$ cat config.mk
export PLATFORM = sky130hd
export DESIGN_NAME = fac_bus_master
export DESIGN_NICKNAME = d
export VERILOG_FILES = /design/src/rtl/fac_bus_pkg.sv /design/src/rtl/fac_timeout_cnt.sv /design/src/rtl/fac_bus_master.sv
export SDC_FILE = /design/constraint.sdc
export NUM_CORES = 1
export LEC_CHECK = 0
export BUFFER_PORTS_ARGS = -buffer_cell sky130_fd_sc_hd__buf_2
export CAP_MARGIN = 20
export CORE_MARGIN = 5
export CORE_UTILIZATION = 45
export CTS_CLUSTER_SIZE = 10
export DETAILED_ROUTE_END_ITERATION = 8
export GPL_ROUTABILITY_DRIVEN = 0
export GPL_TIMING_DRIVEN = 0
export PLACE_DENSITY = 0.79
export SYNTH_ARGS = -nofsm -noshare
export SYNTH_HDL_FRONTEND = slang
export SYNTH_SLANG_ARGS = --single-unit
$ cat constraint.sdc
create_clock -name clk -period 6.1 [get_ports clk]
set_clock_uncertainty 0.15 [all_clocks]
set_input_delay 0 -clock clk [delete_from_list [all_inputs] [get_ports clk]]
set_output_delay 0 -clock clk [all_outputs]
set_load 0.02 [all_outputs]
$ cat src/rtl/fac_bus_pkg.sv
// Shared definitions for the factorial-core bus master: bus widths, register
// offsets within the core's block, and the job sequencer state encoding.
package fac_bus_pkg;

  localparam int ADDR_W = 8;
  localparam int DATA_W = 32;

  localparam logic [ADDR_W-1:0] OFS_OPERAND  = 8'h00;
  localparam logic [ADDR_W-1:0] OFS_INTR_EN  = 8'h01;
  localparam logic [ADDR_W-1:0] OFS_OPSTART  = 8'h03;
  localparam logic [ADDR_W-1:0] OFS_INTR_CLR = 8'h04;
  localparam logic [ADDR_W-1:0] OFS_RESULT_H = 8'h05;
  localparam logic [ADDR_W-1:0] OFS_RESULT_L = 8'h06;

  typedef enum logic [3:0] {
    ST_IDLE,
    ST_REQ1,
    ST_W_OP,
    ST_W_IEN,
    ST_W_START,
    ST_WAIT_INT,
    ST_REQ2,
    ST_R_H,
    ST_R_L,
    ST_W_CLR,
    ST_DONE
  } fac_state_e;

endpackage

$ cat src/rtl/fac_timeout_cnt.sv
// Wait-cycle counter for bus masters: counts enabled cycles from a clear and
// flags the enabled cycle in which the count reaches LIMIT-1.
module fac_timeout_cnt #(
  parameter int LIMIT = 4096
) (
  input  logic clk,
  input  logic reset_n,
  input  logic i_clr,
  input  logic i_en,
  output logic o_expire
);

  localparam int CNT_W = (LIMIT > 1) ? $clog2(LIMIT) : 1;

  logic [CNT_W-1:0] r_cnt;

  always_ff @(posedge clk) begin
    if (!reset_n || i_clr) begin
      r_cnt <= '0;
    end else if (i_en) begin
      r_cnt <= r_cnt + 1'b1;
    end
  end

  assign o_expire = i_en && (r_cnt == CNT_W'(LIMIT - 1));

endmodule

$ cat src/rtl/fac_bus_master.sv
// Bus initiator that runs one factorial job on the factorial core: program,
// start, release the bus, wait for the interrupt, read the result, clear.
module fac_bus_master
  import fac_bus_pkg::*;
#(
  parameter int                TIMEOUT  = 4096,
  parameter logic [ADDR_W-1:0] FAC_BASE = 8'h20
) (
  input  logic                clk,
  input  logic                reset_n,
  input  logic                cmd_start,
  input  logic [DATA_W-1:0]   cmd_operand,
  output logic                cmd_busy,
  output logic                cmd_done,
  output logic                cmd_err,
  output logic [2*DATA_W-1:0] result,
  output logic                M_req,
  output logic                M_wr,
  output logic [ADDR_W-1:0]   M_address,
  output logic [DATA_W-1:0]   M_dout,
  input  logic                M_grant,
  input  logic [DATA_W-1:0]   M_din,
  input  logic                f_interrupt
);

  fac_state_e          r_state;
  fac_state_e          w_next;
  logic [DATA_W-1:0]   r_operand;
  logic [2*DATA_W-1:0] r_result;
  logic                r_err;
  logic                r_pend;
  logic                r_pend_hi;

  logic                w_req;
  logic                w_wr_cmd;
  logic                w_rd;
  logic                w_accept;
  logic                w_set_err;
  logic                w_expire;
  logic [ADDR_W-1:0]   w_addr;
  logic [DATA_W-1:0]   w_dout;

  fac_timeout_cnt #(
    .LIMIT(TIMEOUT)
  ) u_timeout (
    .clk     (clk),
    .reset_n (reset_n),
    .i_clr   (r_state != ST_WAIT_INT),
    .i_en    (r_state == ST_WAIT_INT),
    .o_expire(w_expire)
  );

  // Every bus state holds until granted; a write is only driven while granted.
  always_comb begin
    w_next    = r_state;
    w_req     = 1'b0;
    w_wr_cmd  = 1'b0;
    w_addr    = '0;
    w_dout    = '0;
    w_rd      = 1'b0;
    w_accept  = 1'b0;
    w_set_err = 1'b0;
    case (r_state)
      ST_IDLE: begin
        if (cmd_start) begin
          w_accept = 1'b1;
          w_next   = ST_REQ1;
        end
      end
      ST_REQ1: begin
        w_req = 1'b1;
        if (M_grant) w_next = ST_W_OP;
      end
      ST_W_OP: begin
        w_req    = 1'b1;
        w_wr_cmd = 1'b1;
        w_addr   = FAC_BASE + OFS_OPERAND;
        w_dout   = r_operand;
        if (M_grant) w_next = ST_W_IEN;
      end
      ST_W_IEN: begin
        w_req    = 1'b1;
        w_wr_cmd = 1'b1;
        w_addr   = FAC_BASE + OFS_INTR_EN;
        w_dout   = DATA_W'(1);
        if (M_grant) w_next = ST_W_START;
      end
      ST_W_START: begin
        w_req    = 1'b1;
        w_wr_cmd = 1'b1;
        w_addr   = FAC_BASE + OFS_OPSTART;
        w_dout   = DATA_W'(1);
        if (M_grant) w_next = ST_WAIT_INT;
      end
      ST_WAIT_INT: begin
        // The interrupt takes priority over a timeout in the same cycle.
        if (f_interrupt) begin
          w_next = ST_REQ2;
        end else if (w_expire) begin
          w_next    = ST_REQ2;
          w_set_err = 1'b1;
        end
      end
      ST_REQ2: begin
        w_req = 1'b1;
        if (M_grant) w_next = r_err ? ST_W_CLR : ST_R_H;
      end
      ST_R_H: begin
        w_req  = 1'b1;
        w_addr = FAC_BASE + OFS_RESULT_H;
        if (M_grant) begin
          w_rd   = 1'b1;
          w_next = ST_R_L;
        end
      end
      ST_R_L: begin
        w_req  = 1'b1;
        w_addr = FAC_BASE + OFS_RESULT_L;
        if (M_grant) begin
          w_rd   = 1'b1;
          w_next = ST_W_CLR;
        end
      end
      ST_W_CLR: begin
        w_req    = 1'b1;
        w_wr_cmd = 1'b1;
        w_addr   = FAC_BASE + OFS_INTR_CLR;
        w_dout   = DATA_W'(1);
        if (M_grant) w_next = ST_DONE;
      end
      ST_DONE: w_next = ST_IDLE;
      default: w_next = ST_IDLE;
    endcase
  end

  // Read data arrives the cycle after a granted read, whatever the grant is then.
  always_ff @(posedge clk) begin
    if (!reset_n) begin
      r_state   <= ST_IDLE;
      r_err     <= 1'b0;
      r_pend    <= 1'b0;
      r_pend_hi <= 1'b0;
      r_result  <= '0;
    end else begin
      r_state   <= w_next;
      r_pend    <= w_rd;
      r_pend_hi <= (r_state == ST_R_H);
      if (w_accept) begin
        r_err <= 1'b0;
      end else if (w_set_err) begin
        r_err <= 1'b1;
      end
      if (r_pend) begin
        if (r_pend_hi) begin
          r_result[2*DATA_W-1:DATA_W] <= M_din;
        end else begin
          r_result[DATA_W-1:0] <= M_din;
        end
      end
    end
  end

  always_ff @(posedge clk) begin
    if (w_accept) r_operand <= cmd_operand;
  end

  assign M_req     = w_req;
  assign M_wr      = w_wr_cmd & M_grant;
  assign M_address = w_addr;
  assign M_dout    = w_dout;
  assign cmd_busy  = (r_state != ST_IDLE);
  assign cmd_done  = (r_state == ST_DONE);
  assign cmd_err   = (r_state == ST_DONE) & r_err;
  assign result    = r_result;

endmodule

======== Word level (Yosys, flattened, before mapping) ========
Cells that the tools add are included.
cells by class
  magnitude comparators ................... 0
  div/mod/pow operators ................... 0
  add/subtract/negate cells ............... 1
  shifts and indexed selects .............. 0
  mux-type cells .......................... 23
  bitwise operators ....................... 4
  reduce and logical (&&, ||, !) cells .... 14
  multipliers ............................. 0
  equality and inequality tests ........... 22
operator list
  operator                                                               number
  32-bit case mux with 2 select lines                                    1
  4-bit 2-to-1 mux                                                       12
  4-bit case mux with 10 select lines                                    1
  6-bit case mux with 6 select lines                                     1
  2-bit != test, second input constant                                   9
  4-bit by 3-bit equality test with 1-bit output, second input constant  4
  12-bit by 1-bit adder with 12-bit output, second input constant        1
  12-bit equality test, second input constant                            1
  4-bit equality test, second input constant                             3
  10-bit AND reduction                                                   1
  4-bit by 2-bit equality test with 1-bit output, second input constant  2
  1-bit 2-to-1 mux                                                       8
  8-bit OR reduction                                                     1
  2-bit AND reduction                                                    3
  4-bit by 1-bit equality test with 1-bit output, second input constant  1
  4-bit logical NOT                                                      1
  4-bit by 3-bit != test with 1-bit output, second input constant        1
  4-bit nonzero test                                                     1
  2-bit OR reduction                                                     2
  4-bit OR reduction                                                     1
  3-bit != test, second input constant                                   1
  3-bit OR reduction                                                     1
  1-bit AND                                                              2
  1-bit inverter                                                         2
  3 further kinds                                                        3
word-level totals
  latch bits .............................. 0
  input port bits ......................... 69
  word-level logic and storage cells ...... 72
  output and inout bits ................... 109
  ROM bits ................................ 0
  memory bits (writable) .................. 0
  memories ................................ 0
  bits in registers ....................... 115

======== Longest topological paths before layout ========
Gate-level depths: netlist of the first run.
  depth after elaboration ................. 5
  depth in mapped cells ................... 6
  depth with buffers taken out ............ 6

======== Modules after synthesis ========
From an unflattened synthesis of the first run, not the netlist that was laid out.
unflattened totals
  cells, all modules ...................... 495
  area, all modules ....................... 4573.1 sq um
modules (own cells, without submodules)
  module           cells each  instances  seq. area each (sq um)  area each (sq um)
  fac_bus_master   432         1          2382.3                  3991.3
  fac_timeout_cnt  63          1          240.2                   581.8

======== Worst setup path before layout of the first run ========
No wires, ideal clock.
  path type ............................... reg2reg
  from .................................... register r_state[0]
  to ...................................... register r_operand[0], enable pin
  path slack .............................. 3.913 ns
  required time ........................... 5.557 ns
  cell stages (with the launch flop) ...... 4
  period minus slack after synthesis ...... 2.187 ns
  arrival time ............................ 1.644 ns
  buffers on the path ..................... 1
  cells stage by stage .................... dfxtp_1 -> clkbuf_1 -> nor2_1 -> and3_1
on the way
  word-level cells in the longest chain between the ends .. 2
RTL lines
  element                 RTL line               source
  from (decl)             fac_bus_master.sv:26   fac_state_e r_state;
  from (signal assigned)  fac_bus_master.sv:145  r_state <= w_next;
  4-bit logical NOT       fac_bus_master.sv:63   case (r_state)
  1-bit 2-to-1 mux        fac_bus_master.sv:63
  via w_accept            fac_bus_master.sv:37   logic w_accept;
  to (signal assigned)    fac_bus_master.sv:164  if (w_accept) r_operand <= cmd_operand;
  to (decl)               fac_bus_master.sv:28   logic [DATA_W-1:0] r_operand;
The timed path passes the listed nets, and every way through them passes these cells.
A chain may end at the register's enable or synchronous reset.

======== Worst setup path in the final report of the first run ========
  from .................................... register r_state[1]
  to ...................................... output port M_dout[14]
on the way
  word-level cells in the longest chain between the ends .. 3
  elaborated cells between the ends (all ways) .. 6
  those cells by class .................... eq/ne: 4; mux: 1; reduce/logical: 1
RTL lines
  element                                            RTL line              source
  4-bit equality test, or another cell as far along  fac_bus_master.sv:63
  3-bit OR reduction (no source line)                n/a
  32-bit case mux with 2 select lines *              fac_bus_master.sv:63
  to (decl)                                          fac_bus_master.sv:20  output logic [DATA_W-1:0] M_dout,
Every way passes the cells marked *; elsewhere a longest branch is shown, timed or not.

==> results of run 1 <==
path summary, 6_finish.rpt:
path / startpoint / to / slack [ns] / cells after the start
worst max register to register: r_state[0] / r_operand[19] / 3.90 / 4
worst max-delay path: r_state[1] / M_dout[14] / 3.72 / 6
worst min register to register: result[16] / result[16] / 0.31 / 2
worst min-delay path: cmd_operand[12] / r_operand[12] / 0.06 / 2
registers in the layout (all words and copies together) (netlist names):
register	cells
result	64
r_pend	1
r_err	1
r_operand	32
r_state	4
r_pend_hi	1
u_timeout.r_cnt	12
worst max-delay path, stage by stage (launching register included):
cell      delay, ns
dfxtp_1        0.41
buf_2          0.25
nand2_1        0.15
nor3_2         0.24
clkbuf_1       0.32
and2_1         0.19
buf_2          0.17
per-stage QoR:
stage | hold slack (ns) | utilization | setup slack (ns) | power (mW)
after detailed placement | 0.0281 | 0.562 | 3.90 | 1.30
after floorplan | -0.0511 | - | 3.91 | 1.15
after global placement | 0.0275 | 0.559 | 3.53 | 1.27
after CTS | 0.0347 | 0.682 | 3.70 | 2.21
after global routing | 0.0344 | 0.682 | 3.54 | 2.30
final | 0.0613 | 0.682 | 3.72 | 2.19
routing by layer:
layer | track usage | up-vias
met5 | 0 | -
met4 | 0.0730 | 0
met3 | 0.0891 | 23
met2 | 0.374 | 175
met1 | 0.237 | 2011
li1 | - | 2149
timing repair:
action                    4_1_cts  5_1_grt
buffers inserted                0        0
hold endpoints to repair      104        0
hold buffers                   69        0
gates resized for setup         0        0
cells in the mapped netlist (all sizes together), types with 3 or more instances:
library cell,number,area (µm²)
dfxtp,83,1660
a21oi,8,40.0
a21boi,64,480
nand2,146,548
buf,8,48.8
edfxtp,32,961
xor2,6,52.6
nor3,7,40.0
and2,33,206
nor2b,5,33.8
nor2,16,60.1
nand3,5,37.5
or2,3,18.8
xnor2,5,43.8
clkbuf,28,105
nand2b,4,25.0
o21ai,6,30.0
nand3b,3,22.5
report_power, final:
group | internal [mW] | total [mW] | switching, mW | leakage, nW
Clock | 0.550 | 0.872 | 0.322 | 0.273
Combinational | 0.178 | 0.444 | 0.265 | 1.72
Sequential | 0.860 | 0.877 | 0.0162 | 0.973
Total | 1.59 | 2.19 | 0.604 | 2.96
final cells by class:
class                   instances  area (µm²)
fillers                       775        3240
flip-flops and latches        115        2620
multi-input cells             338        1870
repair buffers                243        1580
clock buffers                  23         488
well taps                     136         170
plain buffers                  36         154
clock inverters                 9        50.0
inverters                       2        7.51
cell families after synthesis:
logic type / after synthesis / synth area share
muxes: 2 / 0.00431
other: 1 / 0.000807
and+or+nand+nor: 233 / 0.235
xor gates and xnor gates: 11 / 0.0207
buffers and inverters: 38 / 0.0348
adders and majority gates: 1 / 0.00269
AOI/OAI and AO/OA: 87 / 0.137
DFF: 115 / 0.565
==> results.md, run 1 <==
* Status: finished clean
* Final setup vio count at 0
* Die area at approximately 12000 µm²
* Placed cell area at about 5700 µm²
* Post-Syn Area at between 4000 and 5000 µm²
* Drt pass-1 iters at 4
* Yosys warns at 0
* Htree depth at 4
* CTS tree: yes
* WL met2 at 6460 µm
* Startpoint types: register
* Fmax at about 420 MHz
* Synth unique cells at between 40 and 50
* Clock transition at path regs at ~0.05 ns
* Clock Latency Late Sink at 0.50 ns
* WP data required at just under 6 ns
* P per Cell Area at approximately 320 nW/µm²
* Routed met3 length at about 1000 µm
* Area growth syn-to-layout at 49.6%
* First-pass GRT wire length at 21800 µm
* Grt total ovfl at 0
* Ports at 178
* Die X at between 100 and 150 µm
* Count of port buffers added during placement at 173
* Finished Layout Cells at roughly 900
* DP HPWL at 9090 µm
* Number of synthesized flops with an enable pin at 32
* Share of layout cells above drive strength 1 at 0.289
* Initial antenna violation count at 0
* Layout Nets at 823
* Rel. slew slack at 0.608
* Number of global-route vias before repair at 4542
* Max Slew Vio Count at 0
* Clock Tree Root: clkbuf_8
* Routed vias at roughly 4400
* Cts bufs inserted at 17
* WL/cell at approximately 14 µm
* Most frequent cells in the layout: buf_2, nand2_1, dfxtp_1
* CTS Buffer Depth at 2
* Cells after Synth at approximately 490
* Top Metal Used: met4
* Clock tree sinks at about 120
* Initial Utilization at 0.456
* Largest net degree at the start of global routing at 24
* Main flop type after synthesis: dfxtp_1
* Fin. Hold Viols at 0
* RSZ-0062 raised after global routing: false
* M1 WL at around 5300 µm
* DRC errors left at 0
* Leak Pwr at 2.96 nW
* Die Ht at around 110 µm
* Flops & latches, synth at around 120
* Crit path DAT at roughly 2.2 ns
* Dpl cells at ~800
* Max_cap viols at 0
* Setup CP Type: reg -> out
* Hold Crit Class: in -> reg
* Final TNS setup at 0 ns
* Antenna Nets Post-Route at 0
* Routed wire length at between 10000 and 15000 µm
* Asr flop ratio synth at 0
* Part of the cycle the worst path needs at 0.389
* GR Util All Layers at 0.215
* Inserted Diodes at 0
* Crit. End Element: primary output
* Vias per cell at approximately 4.8
* Worst vdd ir at 0.182 mV
* CP max FO at 10
* 1st-iter DRT viols at around 210
* Most common cell after layout, fill and taps aside: buf_2
* Sequential-to-total area share from yosys stat at 0.565
* Syn_area_per_cell at 9.52 µm²
* # rows at 37
* Worst Tran Pin Value at approximately 0.59 ns
* Post-layout min period at 2.38 ns
* Final instance area at around 6900 µm²
* Core box area at 10200 µm²
Power figures use the tool's default switching activity.
==> inputs of run 2 (changes only) <==
ABC_AREA = 1   (was unset)
CORE_UTILIZATION = 44   (was 45)
PLACE_DENSITY = 0.81   (was 0.79)
clock period = 2.1 ns   (was 6.1 ns; I/O delays follow)
==> results.md, run 2 <==
* Status: finished clean
* 1st-iter DRT viols at 231 (+11%)
* Clock transition at path regs at 0.06 ns (about the same)
* R2r endpoint: r_operand[26]
* FF-to-FF path depth at 4 (unchanged)
* Area fraction of the dominant cell type after synthesis at 0.367 (+0.00940)
* Die Ht at 111 µm (-0.16%)
* RSZ-0062 raised after global routing: false
* DRC errors left at 0 (unchanged)
* Main flop type after synthesis: dfxtp_1
* Largest net degree at the start of global routing at 34 (+42%)
* WP data required at 1.95 ns (-4.00 ns)
* Worst Tran Pin Value at 0.499 ns (-0.0897 ns)
* Setup CP Type: reg -> out
* Max_cap viols at 0 (unchanged)
* Setup Fix Bufs, Post-CTS at 0 (unchanged)
* CTS tree: yes
* Crit. End Element: primary output
* Htree depth at 4 (unchanged)
* Hold Path End: r_operand[17]
* Initial Utilization at 0.444 (-0.0117)
* R2r startpoint: r_state[0]
* Crit path DAT at 1.81 ns (-0.42 ns)
* Initial antenna violation count at 0 (unchanged)
* Flops & latches, synth at 115 (unchanged)
* Synth unique cells at 24 (-44%)
* Yosys warns at 0 (unchanged)
* Max FFs per register at 64 (unchanged)
* Count of port buffers added during placement at 173 (unchanged)
* DP HPWL at 8970 µm (-1.2%)
* Hold Crit Class: in -> reg
* Grt total ovfl at 0 (unchanged)
* Hold Startpoint: cmd_operand[17]
* Core box area at 10200 µm² (unchanged)
* Ports at 178 (unchanged)
* GR Util All Layers at 0.228 (+0.0133)
* Share of layout cells above drive strength 1 at 0.290 (+0.00115)
* Max Slew Vio Count at 0 (unchanged)
* Routed vias at 4574 (+5.0%)
* Clock tree sinks at 115 (unchanged)
* First-pass GRT wire length at 22800 µm (+4.8%)
* Asr flop ratio synth at 0 (unchanged)
* Clock Latency Late Sink at 0.50 ns (about the same)
* Seq. cell area at 2630 µm² (about the same)
* WL/cell at 14.7 µm (+2.0%)
* Vias per cell at 4.73 (-2.2%)
* Die area at 12400 µm² (-0.31%)
* Most frequent cells in the layout: nor2_1, buf_2, dfxtp_1
* Number of synthesized flops with an enable pin at 32 (unchanged)
* Area growth syn-to-layout at 53.0%
* Number of global-route vias before repair at 4584 (+0.92%)
* Antenna Nets Post-Route at 0 (unchanged)
* Fmax at 510 MHz
* Final TNS setup at 0 ns (unchanged)
* Worst vdd ir at 0.548 mV (+200%)
* Cell with the most instances after synthesis: nor2_1
* Die X at 111 µm (-0.16%)
* Layout Nets at 889 (+8.0%)
* P per Cell Area at 1070 nW/µm² (+240%)
* Most common cell after layout, fill and taps aside: nor2_1
* Top post-synthesis cells by area: dfxtp_1, edfxtp_1, nor2_1
* Post-layout min period at around 2.0 ns
* Startpoint types: register
* Pre-CTS setup slack at 0.0521 ns (-3.85 ns)
* Cells after Synth at 552 (+13%)
* CP max FO at 10 (unchanged)
* Cts bufs inserted at 17 (unchanged)
* Leading cell types by count after synthesis: nor2_1, dfxtp_1, o21ai_0
* Post-Syn Area at 4530 µm² (-2.6%)
* Rel. slew slack at 0.667 (+0.0590)
* CTS Buffer Depth at 2 (unchanged)
* Clock Tree Root: clkbuf_8
* Worst Hold Path Cells at 2 (unchanged)
* Drt pass-1 iters at 6 (+2)
* Multi-input combinational cell area at 1590 µm² (-15%)
* # rows at 37 (unchanged)
* Final worst slack at 0.140 ns (-3.59 ns)
* Routed wire length at 14200 µm (+9.5%)
* Part of the cycle the worst path needs at 0.934
* Final setup vio count at 0 (unchanged)
* Leak Pwr at 3.39 nW (+15%)
* Fillers at 790 (+1.9%)
* Fin. Hold Viols at 0 (unchanged)
* Reg-to-reg slack, setup at 0.21 ns (-3.69 ns)
* Syn_area_per_cell at 8.20 µm² (-14%)
* Synth area leader: dfxtp_1
* Inserted Diodes at 0 (unchanged)
* Sequential-to-total area share from yosys stat at 0.579 (+0.0148)
-- run 2: changes by cell type after synthesis, moves of 7 or more --
cell	change
a21boi_0	-64
and2_1	-33
clkbuf_1	-7
inv_1	+56
nand2_1	-108
nand3_1	+7
nor2_1	+173
o21ai_0	+67
-- run 2: power breakdown --
part	total (mW)	internal [mW]	switching, mW
combinational	1.78	0.573	1.20
sequential	2.70	2.58	0.117
clock	2.93	1.92	1.01
-- run 2: worst max-delay path, stage by stage (launching register included) --
cell     delay (ns)
dfxtp_2        0.41
inv_2          0.09
nor2_2         0.14
nand2_2        0.12
buf_2          0.21
nor2_2         0.15
buf_2          0.19
-- run 2: layout make-up --
cell class | count | share of cell area
flip-flops and latches | 115 | 0.379
inverters | 62 | 0.0336
well taps | 136 | 0.0246
repair buffers | 244 | 0.228
clock inverters | 14 | 0.0269
plain buffers | 27 | 0.0184
clock buffers | 18 | 0.0603
multi-input cells | 352 | 0.229
-- run 2: repair_timing --
action | CTS | global route
hold buffers | 71 | 0
setup endpoints to repair | 30 | 66
cloned | 0 | 1
hold endpoints to repair | 142 | 0
resized for setup | 4 | 11
-- run 2: cells by family after synthesis --
group	count (synthesis)	synth area share
other	1	0.000829
adder cells (fa/ha/maj)	1	0.00276
XOR/XNOR	3	0.00581
flip-flops	115	0.579
buffers and inverters	89	0.0788
AO/OA/AOI/OAI	84	0.0959
AND/OR/NAND/NOR	259	0.236
-- run 2: worst max-delay path by stage --
stage                           from       endpoint  slack, ns  depth (start not counted)
after floorplan           r_state[0]   r_operand[0]       0.15                          4
after global placement    r_state[3]   r_operand[9]       0.05                          3
after detailed placement  r_state[0]  r_operand[24]       0.05                          4
after CTS                 r_state[1]     M_dout[23]       0.02                          6
after global routing      r_state[3]      M_dout[0]      0.008                          7
final                     r_state[1]     M_dout[10]       0.14                          6
-- run 2: metrics by stage --
step                area (µm²)  utilization  hold WS (ns)  instances  power (mW)
floorplan                 4540            -       -0.0511        555        3.78
global route              6930        0.680        0.0410        968        7.76
finish                    6930        0.680        0.0584        968        7.41
global placement          5580        0.548        0.0265        864        4.27
CTS                       6900        0.678        0.0328        967        7.35
detailed placement        5580        0.548        0.0284        864        4.30
-- run 2: layer usage --
metal / part of all wire / global-route usage / up-vias / wire, µm
li1: - / - / 2266 / -
met1: 0.40 / 0.259 / 2067 / 5750
met2: 0.48 / 0.391 / 217 / 6890
met3: 0.091 / 0.0832 / 24 / 1290
met4: 0.021 / 0.0908 / 0 / 295
met5: 0 / 0 / - / 0
